### src/rtl/cmd_sequencer.sv
// cmd_sequencer: queues decoded commands and serialises them through the ALU and uart_tx
module cmd_sequencer #(
  parameter int FIFO_DEPTH   = 4,
  parameter int TIMEOUT_CYC  = 4096,
  parameter int BUSY_ACK_CYC = 16
) (
  input  logic                              clk,
  input  logic                              reset,
  input  logic                              cmd_valid,
  input  logic [1:0]                        cmd_opcode,
  input  logic [2:0]                        cmd_op1,
  input  logic [2:0]                        cmd_op2,
  output logic                              cmd_ready,
  output logic                              alu_start,
  output logic [1:0]                        alu_opcode,
  output logic [2:0]                        alu_a,
  output logic [2:0]                        alu_b,
  input  logic                              alu_done,
  input  logic [7:0]                        alu_result,
  output logic                              tx_start,
  output logic [7:0]                        tx_data,
  input  logic                              tx_busy,
  output logic [7:0]                        result,
  output logic                              result_valid,
  output logic                              err_timeout,
  output logic [7:0]                        drop_cnt,
  output logic [$clog2(FIFO_DEPTH+1)-1:0]   fifo_level
);
  localparam int PW = $clog2(FIFO_DEPTH);
  localparam int LW = $clog2(FIFO_DEPTH + 1);
  localparam int TW = $clog2(TIMEOUT_CYC + 1);
  typedef enum logic [2:0] {IDLE, ISSUE, WAIT_ALU, TX_REQ, TX_ACK, TX_DONE} state_t;
  state_t r_state, w_next;
  logic [1:0] r_q_op [FIFO_DEPTH];
  logic [2:0] r_q_a [FIFO_DEPTH];
  logic [2:0] r_q_b [FIFO_DEPTH];
  logic [PW-1:0] r_wr, r_rd;
  logic [TW-1:0] r_tmo;
  logic [LW-1:0] w_level_nx;
  logic w_full, w_pop, w_push, w_drop, w_wait, w_sat, w_expire, w_abort;
  always_comb begin
    w_full     = fifo_level == LW'(FIFO_DEPTH);
    w_pop      = r_state == IDLE && fifo_level != '0;
    w_push     = cmd_valid && (!w_full || w_pop);
    w_drop     = cmd_valid && w_full && !w_pop;
    w_level_nx = fifo_level + LW'(w_push) - LW'(w_pop);
    w_wait     = r_state inside {WAIT_ALU, TX_REQ, TX_ACK, TX_DONE};
    w_sat      = (r_state == WAIT_ALU && alu_done) || (r_state == TX_REQ && !tx_busy) ||
                 (r_state == TX_ACK && tx_busy) || (r_state == TX_DONE && !tx_busy);
    // the acknowledge wait has its own, much shorter, limit
    w_expire   = r_tmo == (r_state == TX_ACK ? TW'(BUSY_ACK_CYC - 1) : TW'(TIMEOUT_CYC - 1));
    w_abort    = w_wait && !w_sat && w_expire;
    w_next     = r_state;
    case (r_state)
      IDLE:     w_next = w_pop ? ISSUE : IDLE;
      ISSUE:    w_next = WAIT_ALU;
      WAIT_ALU: w_next = alu_done ? TX_REQ : WAIT_ALU;
      TX_REQ:   w_next = tx_busy ? TX_REQ : TX_ACK;
      TX_ACK:   w_next = tx_busy ? TX_DONE : TX_ACK;
      TX_DONE:  w_next = tx_busy ? TX_DONE : IDLE;
      default:  w_next = IDLE;
    endcase
    if (w_abort) w_next = IDLE;
  end
  always_ff @(posedge clk) begin
    if (!reset) r_state <= IDLE;
    else r_state <= w_next;
  end
  always_ff @(posedge clk) begin
    if (w_push) begin
      r_q_op[r_wr] <= cmd_opcode;
      r_q_a[r_wr]  <= cmd_op1;
      r_q_b[r_wr]  <= cmd_op2;
    end
  end
  always_ff @(posedge clk) begin
    if (!reset) begin
      r_wr         <= '0;
      r_rd         <= '0;
      r_tmo        <= '0;
      fifo_level   <= '0;
      cmd_ready    <= 1'b1;
      drop_cnt     <= '0;
      alu_start    <= 1'b0;
      alu_opcode   <= '0;
      alu_a        <= '0;
      alu_b        <= '0;
      result_valid <= 1'b0;
      result       <= '0;
      tx_data      <= '0;
      tx_start     <= 1'b0;
      err_timeout  <= 1'b0;
    end else begin
      r_wr         <= r_wr + PW'(w_push);
      r_rd         <= r_rd + PW'(w_pop);
      r_tmo        <= w_next != r_state ? '0 : r_tmo + TW'(w_wait);
      fifo_level   <= w_level_nx;
      cmd_ready    <= w_level_nx != LW'(FIFO_DEPTH);
      drop_cnt     <= drop_cnt + 8'(w_drop && drop_cnt != 8'hff);
      alu_start    <= w_pop;
      if (w_pop) begin
        alu_opcode <= r_q_op[r_rd];
        alu_a      <= r_q_a[r_rd];
        alu_b      <= r_q_b[r_rd];
      end
      result_valid <= r_state == WAIT_ALU && alu_done;
      if (r_state == WAIT_ALU && alu_done) begin
        result     <= alu_result;
        tx_data    <= alu_result;
      end
      tx_start     <= r_state == TX_REQ && !tx_busy;
      err_timeout  <= err_timeout || w_abort;
    end
  end
endmodule
### config.mk
export PLATFORM = sky130hd
export DESIGN_NAME = cmd_sequencer
export DESIGN_NICKNAME = d
export VERILOG_FILES = /design/src/rtl/cmd_sequencer.sv
export SDC_FILE = /design/constraint.sdc
export NUM_CORES = 1
export LEC_CHECK = 0
export BUFFER_PORTS_ARGS = -buffer_cell sky130_fd_sc_hd__buf_4
export CELL_PAD_IN_SITES_DETAIL_PLACEMENT = 1
export CELL_PAD_IN_SITES_GLOBAL_PLACEMENT = 2
export CORE_ASPECT_RATIO = 0.7
export CORE_MARGIN = 3
export CORE_UTILIZATION = 37
export CTS_CLUSTER_SIZE = 40
export DETAILED_ROUTE_END_ITERATION = 10
export PLACE_DENSITY = 0.83
export SLEW_MARGIN = 15
export SYNTH_ARGS = -nofsm -noshare
export SYNTH_HDL_FRONTEND = slang
export SYNTH_SLANG_ARGS = --single-unit
export TNS_END_PERCENT = 10
### constraint.sdc
create_clock -name clk -period 2.9 [get_ports clk]
set_clock_uncertainty 0.05 [all_clocks]
set_input_delay 0.29 -clock clk [delete_from_list [all_inputs] [get_ports clk]]
set_output_delay 0.29 -clock clk [all_outputs]
set_load 0.02 [all_outputs]
* Word level (Yosys, flattened, before mapping)
Memory sizes are Yosys's and may differ from the RTL's. A register that Yosys moved wholly into a read port is not among the register bits.
Cells that the tools add are included.
** Cells by class
- Multiplexer cells :: 10
- Reduce and logical (&&, ||, !) cells :: 27
- Add/subtract/negate cells :: 6
- Equality and inequality tests :: 10
- Bitwise logic cells :: 1
** Operators with widths (number)
- one-hot mux 3 bit (6 select lines) :: 1
- adder 13 x 1 -> 13 bit :: 1
- equality test 13 x 12 -> 1 bit :: 1
- two-way mux 12 bit :: 1
- logical AND 1 bit :: 11
- equality test 3 bit (second input constant) :: 3
- two-way mux 3 bit :: 3
- adder 8 x 1 -> 8 bit :: 1
- != test 8 bit (second input constant) :: 1
- zero test 1 bit :: 7
- equality test 3 x 2 -> 1 bit (second input constant) :: 2
- logical OR 1 bit :: 5
- two-way mux 1 bit :: 5
- adder 2 x 1 -> 2 bit :: 2
- nonzero test 4 bit :: 1
- adder 3 x 1 -> 3 bit :: 1
- equality test 3 x 1 -> 1 bit (second input constant) :: 1
- zero test 3 bit :: 1
- != test 3 bit :: 1
- != test 3 bit (second input constant) :: 1
- nonzero test 3 bit :: 1
- subtractor 3 x 1 -> 3 bit :: 1
- OR reduction 2 bit :: 1
- inverter 1 bit :: 1
** Word-level totals
- Bits in registers :: 44
- RAM bits :: 32
- Output and inout bits :: 40
- Memories :: 3
- Logic and storage cells :: 69
** Memories
- r_q_a :: depth 4, width 3, rd ports 1, clocked after memory_dff 1, write ports 1, line 35 : logic [2:0] r_q_a [FIFO_DEPTH];
- r_q_b :: depth 4, width 3, rd ports 1, clocked after memory_dff 1, write ports 1, line 36 : logic [2:0] r_q_b [FIFO_DEPTH];
- r_q_op :: depth 4, width 2, rd ports 1, clocked after memory_dff 1, write ports 1, line 34 : logic [1:0] r_q_op [FIFO_DEPTH];

* Depth between registers and ports, before layout
- Word-level depth :: 11
- Depth in mapped cells :: 14

* Worst setup path after synthesis
Ideal clock, no wire load.
- Path type :: reg2reg
- From :: register r_state[0]
- To :: register cmd_ready
- Cell stages (with the launch flop) :: 14
- Arrival :: 2.530 ns
- Setup time :: 0.122 ns
- Period minus slack after synthesis :: 2.703 ns
- Path slack :: 0.197 ns
- Cell sequence :: dfxtp_1 clkbuf_1 nor3_1 or4b_1 nand2_1 ha_1 inv_1 ha_1 inv_1 fa_1 xnor2_1 xnor2_1 and2_1 nand3b_1
** On the way
- Cells in the longest elaborated chain, start to end :: 7
** Ends and longest elaborated chain
- start: declaration :: line 33 : state_t r_state, w_next;
- start signal: assignment :: line 67 : else r_state <= w_next;
- zero test 3 bit (*) :: line 43 : w_pop = r_state == IDLE && fifo_level != '0;
- logical AND 1 bit (*) :: line 43
- logical OR 1 bit :: line 44 : w_push = cmd_valid && (!w_full || w_pop);
- logical AND 1 bit :: line 44
- adder 3 x 1 -> 3 bit :: line 46 : w_level_nx = fifo_level + LW'(w_push) - LW'(w_pop);
- subtractor 3 x 1 -> 3 bit (*) :: line 46
- != test 3 bit (*) :: line 98 : cmd_ready <= w_level_nx != LW'(FIFO_DEPTH);
- end signal: assignment :: line 98
- end: declaration :: line 13 : output logic cmd_ready,
Mark *: on every way between the ends. The rest lies on a longest branch, timed or not.
A chain may end at the register's enable or synchronous reset.

* Worst setup path after layout
- From :: register fifo_level[1]
- To :: register cmd_ready
** On the way
- Cells in the longest elaborated chain, start to end :: 7
- Elaborated cells on any way between the ends :: 9
- Those cells by class :: 2 x add/sub; 2 x eq/ne; 5 x reduce/logical
** Ends and longest elaborated chain
- start: declaration :: line 27 : output logic [$clog2(FIFO_DEPTH+1)-1:0] fifo_level
- start signal: assignment :: line 97 : fifo_level <= w_level_nx;
- equality test 3 bit or nonzero test 3 bit (tied branches) :: line 42, 43
- zero test 1 bit or logical AND 1 bit (tied branches) :: line 44, 43
- logical OR 1 bit :: line 44
- logical AND 1 bit :: line 44
- adder 3 x 1 -> 3 bit :: line 46
- subtractor 3 x 1 -> 3 bit (*) :: line 46
- != test 3 bit (*) :: line 98
Marks and branches as above.

==> flow_summary.toml <==
[synth]
synth_area_leader_cell = "dfxtp_1"
postSynthNetCount = 326
netlist-cell-type-count = 44
yosysSeqAreaShare_pct = 56.52
synth_edf_count = 32
yosys.area.top_type_share_pct = 29.39
yosysMostFrequentCell = "dfxtp_1"
synthFlopType = "dfxtp_1"
synthCells = 296
synthTopCellsByCount = "dfxtp_1, nand2_1, edfxtp_1"
synthArstFlopShare_pct = 0
synth_area_um2 = 3542
yosysWarnings = 0
synthTopCellsByArea = "dfxtp_1, edfxtp_1, mux4_2, xnor2_1, nand2_1"
syn_avg_cell_area_um2 = 11.97
ys_seq_elements = 84

[worst_setup_path]
worstSetupPathType = "reg -> reg"
crit_chain = "or4b_1 > nand2_1 > ha_1 > inv_1 > ha_1 > inv_1 > fa_1 > xnor2_1 > xnor2_1 > and2_1 > nand3b_1"
cp_slowest_stage_delay_ps = 550
crit_required_ps = 3070
reg2reg_depth = 11
critPathMaxFanout = 5
r2r_slack_ps = 220
cp-start-kind = "flip-flop"
r2r_start = "fifo_level[1]"
crit_slowest_cell = "or4b_1"
reg2reg_to = "cmd_ready"
endpoint_kind = "flip-flop"
cp.arrival_ps = 2860

[power]
power.internal_uw = 2449
p_comb_share_pct = 29.2
clkPwrFrac_pct = 29.6
power_frac_seq_pct = 41.2
netSwitchingPower_uw = 1224
switching_share_pct = 33.32
power_density_nw_per_um2 = 843.2
p_leak_uw = 0.001663
peakVddDrop_v = 0.0003590

[clocking]
cts_buffer_depth = 2
cts_root_buf = "clkbuf_16"
path_clk_slew_ps = 70
cts_tree = "done"
postCtsHoldBufs = 0
htreeDepth = 3
post_cts_resize_count = 0
cts_setup_buffers = 0
cts_made_buffers = 9
clkSinkCount = 84
clk_latency_ps = 340

[placement]
hpwl_mm = 5.531
numPortBuffers = 60
gp_congestion = 0.7570
dpl_cell_area_um2 = 4073
dp_cells = 466

[cells_and_area]
final_core_util_pct = 47.46
stdcell_area_um2 = 4357
finalNetCount = 383
n_fill_cell = 982
drive_gt1_share_pct = 26.82
antennaDiodeCount = 0
syn_to_final_growth_pct = 23.00
layoutNonFillerInstCount = 482

[route]
drt-total-wl_mm = 7.972
wl_per_cell_um = 16.54
drt_iter0_drc = 91
vias = 2390
final_antenna_net_count = 0
vias_per_cell = 4.959
drtPass1Iterations = 4
drc = 0

[die]
io_pins = 61
die_area_um2 = 10800
core_um2 = 9180
initial_core_util_pct = 38.59
die_y_um = 87.86
die_w_um = 122.9
rows = 29

[min_path]
min-delay-start = "cmd_opcode[0]"
whs_path_depth = 1
worstHoldEndpoint = "r_q_op[2][0]"
hp-class = "in -> reg"

[timing]
period_share_pct = 92.56
final-setup-viol-count = 0
grt_setup_unrepaired = "false"
finalHoldViolations = 0
tightest_slew_ps = 796.8
finalCriticalPeriod_ps = 2684
fmax_mhz = 372.6
relSlewSlack_pct = 46.88
maxSlewViolCount = 0
tns_ps = 0

[global_routing]
grt_antenna_before_repair = 0
grt_pass1_vias = 2472
grt_pass1_wl_mm = 13.14
grt_max_degree = 52
grt-ovfl-total = 0
track_usage_pct = 16.08

[outcome]
status = "complete, no violations"

[run]
cap_violations = 0
-- how the worst max path moves through the flow --
stage | startpoint | to | slack, ps | depth (start not counted)
floorplan | r_state[0] | cmd_ready | 200 | 13
global placement | fifo_level[1] | cmd_ready | 300 | 11
detailed placement | fifo_level[1] | cmd_ready | 180 | 11
CTS | fifo_level[1] | cmd_ready | 180 | 11
global route | r_state[1] | cmd_ready | 20 | 12
finish | fifo_level[1] | cmd_ready | 220 | 11
-- placed cells by master (no fill, tap or decap), drive strengths merged, types with 4 or more instances in the layout --
cell type	n
a21boi	16
and2	15
and3	5
buf	67
clkbuf	9
dfxtp	52
edfxtp	32
ha	8
inv	11
mux4	8
nand2	38
nand3	8
nand4	6
nor2	7
nor2b	4
nor3	6
nor3b	6
nor4b	11
xnor2	17
xor2	5
-- power groups by stage --
stage	Clock, µW	Combinational, µW	Sequential, µW
3_5_place_dp	0	1090	1540
5_1_grt	1190	1200	1540
2_1_floorplan	0	650	1590
6_report	1090	1070	1510
4_1_cts	1120	1100	1520
3_3_place_gp	0	1070	1530
-- flip-flops by register name, indices dropped and copies added, names as in the netlist --
| register | count |
|---|---|
| fifo_level | 3 |
| tx_start | 1 |
| err_timeout | 1 |
| cmd_ready | 1 |
| r_q_a | 12 |
| alu_a | 3 |
| result_valid | 1 |
| tx_data | 8 |
| alu_start | 1 |
| r_wr | 2 |
| r_state | 3 |
| alu_opcode | 2 |
| alu_b | 3 |
| r_q_op | 8 |
| r_tmo | 13 |
| r_rd | 2 |
| r_q_b | 12 |
| drop_cnt | 8 |
-- cells by family (layout without fill, tap and decap cells) --
kind of cell / Yosys count / after routing / share of synthesized area (%)
DFF: 84 / 84 / 56.52
and+or+nand+nor: 117 / 117 / 18.79
buffers and inverters: 29 / 91 / 4.451
muxes: 9 / 9 / 5.369
xor gates and xnor gates: 22 / 22 / 5.440
adders and majority gates: 9 / 9 / 3.391
AOI/OAI and AO/OA: 26 / 26 / 6.041
-- per-layer routing --
layer	vias to the layer above	global-route usage (%)	wire length, µm
met1	1165	20.77	3801
met4	0	4.878	77
met3	9	5.487	463
li1	1163	-	-
met5	-	0	0
met2	53	25.73	3629
-- final cells by class --
class	count	area [µm²]	share of cell area, %
Clock buffer	9	225.2	5.169
Clock inverter	7	58.81	1.350
Inverter	8	30.03	0.6893
Multi-Input combinational cell	183	1383	31.73
Sequential cell	84	2002	45.95
Tap cell	124	155.1	3.561
Timing Repair Buffer	67	503.0	11.55
-- critical path: cells and delay by family (launching register included) --
kind / cells / cell delay [ps]
DFF: 1 / 370
buffers and inverters: 2 / 110
xor gates and xnor gates: 2 / 300
and+or+nand+nor: 4 / 970
adders and majority gates: 3 / 770
-- through the flow --
stage	hold WS (ps)	total power (µW)	setup WS [ps]
after floorplan	338.9	2243	197.2
after global placement	398.2	2596	297.3
after detailed placement	407.1	2638	184.0
after CTS	83.06	3744	177.7
after global routing	88.06	3930	15.50
final	98.69	3673	215.9
No activity file was read; power rests on OpenSTA's default activity.
